<file path="config.mk">
export PLATFORM = sky130hd
export DESIGN_NAME = datapath_regfile
export DESIGN_NICKNAME = d
export VERILOG_FILES = /design/src/rtl/proc_pkg.sv /design/src/rtl/datapath_alu.sv /design/src/rtl/datapath_regfile.sv
export SDC_FILE = /design/constraint.sdc
export NUM_CORES = 1
export LEC_CHECK = 0
export BUFFER_PORTS_ARGS = -buffer_cell sky130_fd_sc_hd__buf_2
export CAP_MARGIN = 0
export CORE_MARGIN = 1
export CORE_UTILIZATION = 40
export DETAILED_ROUTE_END_ITERATION = 10
export GPL_TIMING_DRIVEN = 0
export SYNTH_ARGS = -nofsm -noshare
export SYNTH_HDL_FRONTEND = slang
export SYNTH_SLANG_ARGS = --single-unit
</file>
<file path="constraint.sdc">
create_clock -name clk -period 12.9 [get_ports clk]
set_clock_uncertainty 0.1 [all_clocks]
set_input_delay 1.935 -clock clk [delete_from_list [all_inputs] [get_ports clk]]
set_output_delay 1.935 -clock clk [all_outputs]
set_load 0.05 [all_outputs]
</file>
<file path="src/rtl/proc_pkg.sv">
// rtl/proc_pkg.sv - shared encodings for the processor control word
package proc_pkg;

    typedef enum logic [2:0] {
        B_DRAM = 3'd0,
        B_ZERO = 3'd1,
        B_R1   = 3'd2,
        B_R2   = 3'd3,
        B_R3   = 3'd4,
        B_R    = 3'd5,
        B_AC   = 3'd6,
        B_IRAM = 3'd7
    } bsel_e;

    typedef enum logic [2:0] {
        ALU_ADD  = 3'd0,
        ALU_SUB  = 3'd1,
        ALU_PASS = 3'd2,
        ALU_CLR  = 3'd3,
        ALU_DEC  = 3'd4,
        ALU_MUL4 = 3'd5,
        ALU_DIV2 = 3'd6,
        ALU_HOLD = 3'd7
    } alu_e;

    // Bit positions inside cflag.
    localparam int C_AR = 7;
    localparam int C_PC = 6;
    localparam int C_R1 = 5;
    localparam int C_R2 = 4;
    localparam int C_R3 = 3;
    localparam int C_R  = 2;
    localparam int C_AC = 1;
    localparam int C_M  = 0;

endpackage

</file>
<file path="src/rtl/datapath_alu.sv">
// rtl/datapath_alu.sv - combinational ALU operating on AC and the B bus
module datapath_alu
    import proc_pkg::*;
#(
    parameter int DATA_W = 8
) (
    input  logic [2:0]        op,
    input  logic [DATA_W-1:0] ac,
    input  logic [DATA_W-1:0] b,
    output logic [DATA_W-1:0] c
);

    always_comb begin
        c = ac;
        case (op)
            ALU_ADD:  c = ac + b;
            ALU_SUB:  c = ac - b;
            ALU_PASS: c = b;
            ALU_CLR:  c = '0;
            ALU_DEC:  c = ac - DATA_W'(1);
            ALU_MUL4: c = ac << 2;
            ALU_DIV2: c = ac >> 1;
            ALU_HOLD: c = ac;
            default:  c = ac;
        endcase
    end

endmodule

</file>
<file path="src/rtl/datapath_regfile.sv">
// rtl/datapath_regfile.sv - register file, B bus mux and memory interface
module datapath_regfile
    import proc_pkg::*;
#(
    parameter int DATA_W = 8,
    parameter int ADDR_W = 8
) (
    input  logic              clk,
    input  logic              rst_n,
    input  logic              pcinc,
    input  logic              r1inc,
    input  logic              r2inc,
    input  logic              r3inc,
    input  logic              acinc,
    input  logic              fetch,
    input  logic [2:0]        alu,
    input  logic [2:0]        bflag,
    input  logic [7:0]        cflag,
    input  logic [DATA_W-1:0] iram_data,
    input  logic [DATA_W-1:0] dram_rdata,
    output logic [ADDR_W-1:0] iram_addr,
    output logic [ADDR_W-1:0] dram_addr,
    output logic [DATA_W-1:0] dram_wdata,
    output logic              dram_we,
    output logic [DATA_W-1:0] ir,
    output logic              z,
    output logic [DATA_W-1:0] bus_out
);

    logic [ADDR_W-1:0] ar_q, pc_q;
    logic [DATA_W-1:0] r1_q, r2_q, r3_q, r_q, ac_q, ir_q;
    logic [DATA_W-1:0] bus, alu_c;

    always_comb begin
        bus = '0;
        case (bflag)
            B_DRAM:  bus = dram_rdata;
            B_ZERO:  bus = '0;
            B_R1:    bus = r1_q;
            B_R2:    bus = r2_q;
            B_R3:    bus = r3_q;
            B_R:     bus = r_q;
            B_AC:    bus = ac_q;
            B_IRAM:  bus = iram_data;
            default: bus = '0;
        endcase
    end

    datapath_alu #(.DATA_W(DATA_W)) u_alu (
        .op (alu),
        .ac (ac_q),
        .b  (bus),
        .c  (alu_c)
    );

    // A cflag write takes priority over an increment on the same register.
    always_ff @(posedge clk) begin
        if (!rst_n) begin
            ar_q <= '0;
            pc_q <= '0;
            r1_q <= '0;
            r2_q <= '0;
            r3_q <= '0;
            r_q  <= '0;
            ac_q <= '0;
            ir_q <= '0;
        end else begin
            if (cflag[C_AR]) ar_q <= ADDR_W'(bus);

            if (cflag[C_PC])  pc_q <= ADDR_W'(bus);
            else if (pcinc)   pc_q <= pc_q + ADDR_W'(1);

            if (cflag[C_R1])  r1_q <= bus;
            else if (r1inc)   r1_q <= r1_q + DATA_W'(1);

            if (cflag[C_R2])  r2_q <= bus;
            else if (r2inc)   r2_q <= r2_q + DATA_W'(1);

            if (cflag[C_R3])  r3_q <= bus;
            else if (r3inc)   r3_q <= r3_q + DATA_W'(1);

            if (cflag[C_R])   r_q <= bus;

            if (cflag[C_AC])  ac_q <= alu_c;
            else if (acinc)   ac_q <= ac_q + DATA_W'(1);

            if (fetch) ir_q <= bus;
        end
    end

    assign iram_addr  = pc_q;
    assign dram_addr  = ar_q;
    assign dram_wdata = bus;
    assign dram_we    = cflag[C_M];
    assign ir         = ir_q;
    assign z          = (ac_q == '0);
    assign bus_out    = bus;

endmodule

</file>
==> results.py <==
metrics = {
    "run_status": {
        "status": "complete, no violations",
    },
    "pwr": {
        "power_density_mw_per_mm2": 132,
        "p_leak_nw": 2.61,
        "ir_worst_vdd_mv": 0.0920,
        "power_mw": 0.708,
    },
    "cells_and_area": {
        "fill_cells": 1120,
        "layout-drive-gt1-share_pct": 19.8,
        "finalNonFillerCells": 772,
        "antenna_cells": 0,
        "nets": 680,
        "area_growth_pct": 18.3,
        "layout_commonest_cell": "nand2_1",
        "finalInstanceArea_mm2": 0.00536,
        "layout_common_cells": "77 x nand2_1, 75 x buf_2, 64 x dfxtp_1",
    },
    "clock_tree": {
        "worstSkewPairLatency_ns": 0.34,
        "cts_resized": 0,
        "clk_pin_slew_ns": 0.05,
        "htreeDepth": 3,
        "clockBufferDepth": 2,
        "numCtsBuffers": 9,
        "post_cts_buffers": 0,
        "root_buffer": "clkbuf_16",
        "cts_sinks": 64,
        "cts_tree": "yes",
        "postCtsHoldBufs": 0,
    },
    "sta": {
        "timing.final.crit_share_pct": 47.9,
        "setup_viol": 0,
        "min_period_ns": 6.18,
        "fmax_mhz": 162,
        "maxSlewHeadroom_pct": 50.9,
        "grt_setup_unrepaired": "no",
        "setup_slack_ns": 6.72,
        "worstMarginPinSlew_ns": 0.732,
        "timing.final.hold_violations": 0,
        "setup_tns_ns": 0,
        "drv_slew": 0,
    },
    "yosys": {
        "yosysWarnings": 0,
        "synth_cells": 547,
        "ys_seq_elements": 64,
        "postSynthAreaPerCell_um2": 8.27,
        "ys.flop_type": "dfxtp_1",
        "synth_nets": 600,
        "yosysSeqAreaShare_pct": 28.3,
        "synth_edf_count": 0,
        "synthArstFlopShare_pct": 0,
        "synth_cell_types": 63,
        "synth_area_mm2": 0.00453,
    },
    "floorplan": {
        "start_util_pct": 41.4,
        "die_area_mm2": 0.0117,
        "io_pins": 80,
        "rows": 38,
        "fp.dieH_um": 108,
        "core_area_mm2": 0.0109,
        "die_x_um": 108,
    },
    "critical_path": {
        "crit_path_top_delay_cell": "a221o_1",
        "start_kind": "primary input",
        "slowest_delay_ns": 0.37,
        "cp-endpoint": "dram_wdata[1]",
        "critPathCaptureType": "output port",
        "r2r_end": "ac_q[4]",
        "crit_arrival_ns": 4.15,
        "startpoint": "bflag[2]",
        "path_max_fanout": 10,
        "crit_top_cell": "buf_2",
        "regToRegSetupSlack_ns": 8.33,
        "cp.required_ns": 10.86,
        "crit_type": "in2out",
        "path_cells": "buf_2, buf_2, and2_1, a221o_1, a21oi_1, or2_2, buf_2, inv_1, buf_4, buf_2",
        "reg2reg_from": "ac_q[1]",
        "r2r.worst_path.cells": 16,
    },
    "placement": {
        "globalplace.congestion": 0.883,
        "dpl.hpwl_um": 9980,
        "port_buffers": 69,
        "place_ws_ns": 6.68,
        "placed_area_mm2": 0.00505,
        "dp.cells": 756,
    },
    "drt": {
        "viasPerCell": 5.65,
        "drt-wirelength-per-cell_um": 17.6,
        "drt_iter0_drc": 294,
        "num_vias": 4362,
        "drt-pass1-iter-count": 6,
        "drc": 0,
        "ant_nets": 0,
        "totalWireLength_um": 13600,
    },
    "global_routing": {
        "grtUsageMet2_pct": 37.8,
        "grt-ovfl-total": 0,
        "grt_use_met3_pct": 5.73,
        "met1_usage_pct": 32.0,
        "grt_first_pass_wirelength_um": 21400,
        "grt.busiest_layer": "met2",
        "grt_max_degree": 12,
        "first_global_vias": 4104,
        "antenna_found_initial": 0,
        "grt_use_total_pct": 24.1,
    },
    "job": {
        "drv_cap": 0,
    },
    "min_path": {
        "min_path_type": "reg2reg",
        "hold_start": "ir[4]",
    },
}
[synth_stat cells, types with 3 or more instances]
cell type / count / area, um^2
a21oi_1: 16 / 80.1
a221o_1: 5 / 50.1
a221oi_1: 5 / 43.8
a2bb2oi_1: 3 / 26.3
a31oi_1: 8 / 50.1
and2_1: 7 / 43.8
and3_1: 3 / 18.8
buf_1: 3 / 11.3
buf_2: 6 / 30.0
buf_4: 13 / 97.6
buf_6: 3 / 33.8
clkbuf_1: 26 / 97.6
dfxtp_1: 64 / 1280
ha_1: 14 / 175
inv_1: 13 / 48.8
mux2_2: 7 / 78.8
mux2i_1: 28 / 280
nand2_1: 77 / 289
nand2b_1: 3 / 18.8
nand3_1: 10 / 50.1
nand4_1: 10 / 62.6
nor2_1: 30 / 113
nor2b_1: 26 / 163
nor3_1: 9 / 45.0
nor3b_1: 5 / 37.5
nor4_1: 3 / 18.8
o211a_1: 33 / 330
o211ai_1: 7 / 52.6
o21a_1: 6 / 45.0
o21ai_0: 27 / 135
o22ai_1: 6 / 37.5
or3_1: 3 / 18.8
xnor2_1: 15 / 131
xor2_1: 14 / 123
[cell type report]
type | instances | area, um^2 | share of cell area (%)
Sequential cell | 64 | 1280 | 23.9
Multi-Input combinational cell | 418 | 2920 | 54.6
Timing Repair Buffer | 69 | 345 | 6.45
Tap cell | 140 | 175 | 3.27
Clock buffer | 12 | 256 | 4.79
Buffer | 51 | 270 | 5.05
Clock inverter | 4 | 52.6 | 0.981
Inverter | 14 | 52.6 | 0.981
[stage by stage]
stage / hold WS, ns / util [%]
after global placement: 0.362 / 46.1
after global routing: 0.385 / 49.0
after detailed placement: 0.362 / 46.1
after floorplan: 0.354 / -
after CTS: 0.375 / 49.0
final: 0.373 / 49.0
[power breakdown]
part | switching, mW | internal [mW]
Combinational | 0.143 | 0.0848
Sequential | 0.0173 | 0.214
Clock | 0.0899 | 0.160
Total | 0.250 | 0.458
[critical path, delay by kind of cell]
kind,cells,cell delay (ns)
buffers and inverters,6,1.06
AOI/OAI and AO/OA,2,0.74
and+or+nand+nor,2,0.40
[kinds of logic (layout without fill, tap and decap cells)]
group                      Yosys count  after routing  synth area share (%)
adders and majority gates           15             15                  4.31
muxes                               41             41                  10.1
and+or+nand+nor                    191            191                  20.2
AOI/OAI and AO/OA                  141            141                  23.8
xor gates and xnor gates            30             30                  6.14
buffers and inverters               65            150                  7.13
DFF                                 64             64                  28.3
[routing by layer]
| metal | share of wire, % | routed length (um) |
|---|---|---|
| met1 | 46 | 6250 |
| met2 | 45 | 6140 |
| met3 | 6.3 | 860 |
| met4 | 2.4 | 319 |
| met5 | 0 | 0 |
[worst min-delay path by stage]
stage	end	slack, ns	cells past startpoint
after detailed placement	ir[4]	0.36	1
after floorplan	r_q[6]	0.35	1
after global placement	dram_addr[6]	0.36	1
final	ir[4]	0.37	1
after CTS	ir[4]	0.37	1
after global routing	dram_addr[4]	0.39	1
[sequential cells by signal (all words and copies together) (netlist names)]
| name | cells |
|---|---|
| ac_q | 8 |
| dram_addr | 8 |
| ir | 8 |
| iram_addr | 8 |
| r1_q | 8 |
| r2_q | 8 |
| r3_q | 8 |
| r_q | 8 |
Power figures use the tool's default switching activity.
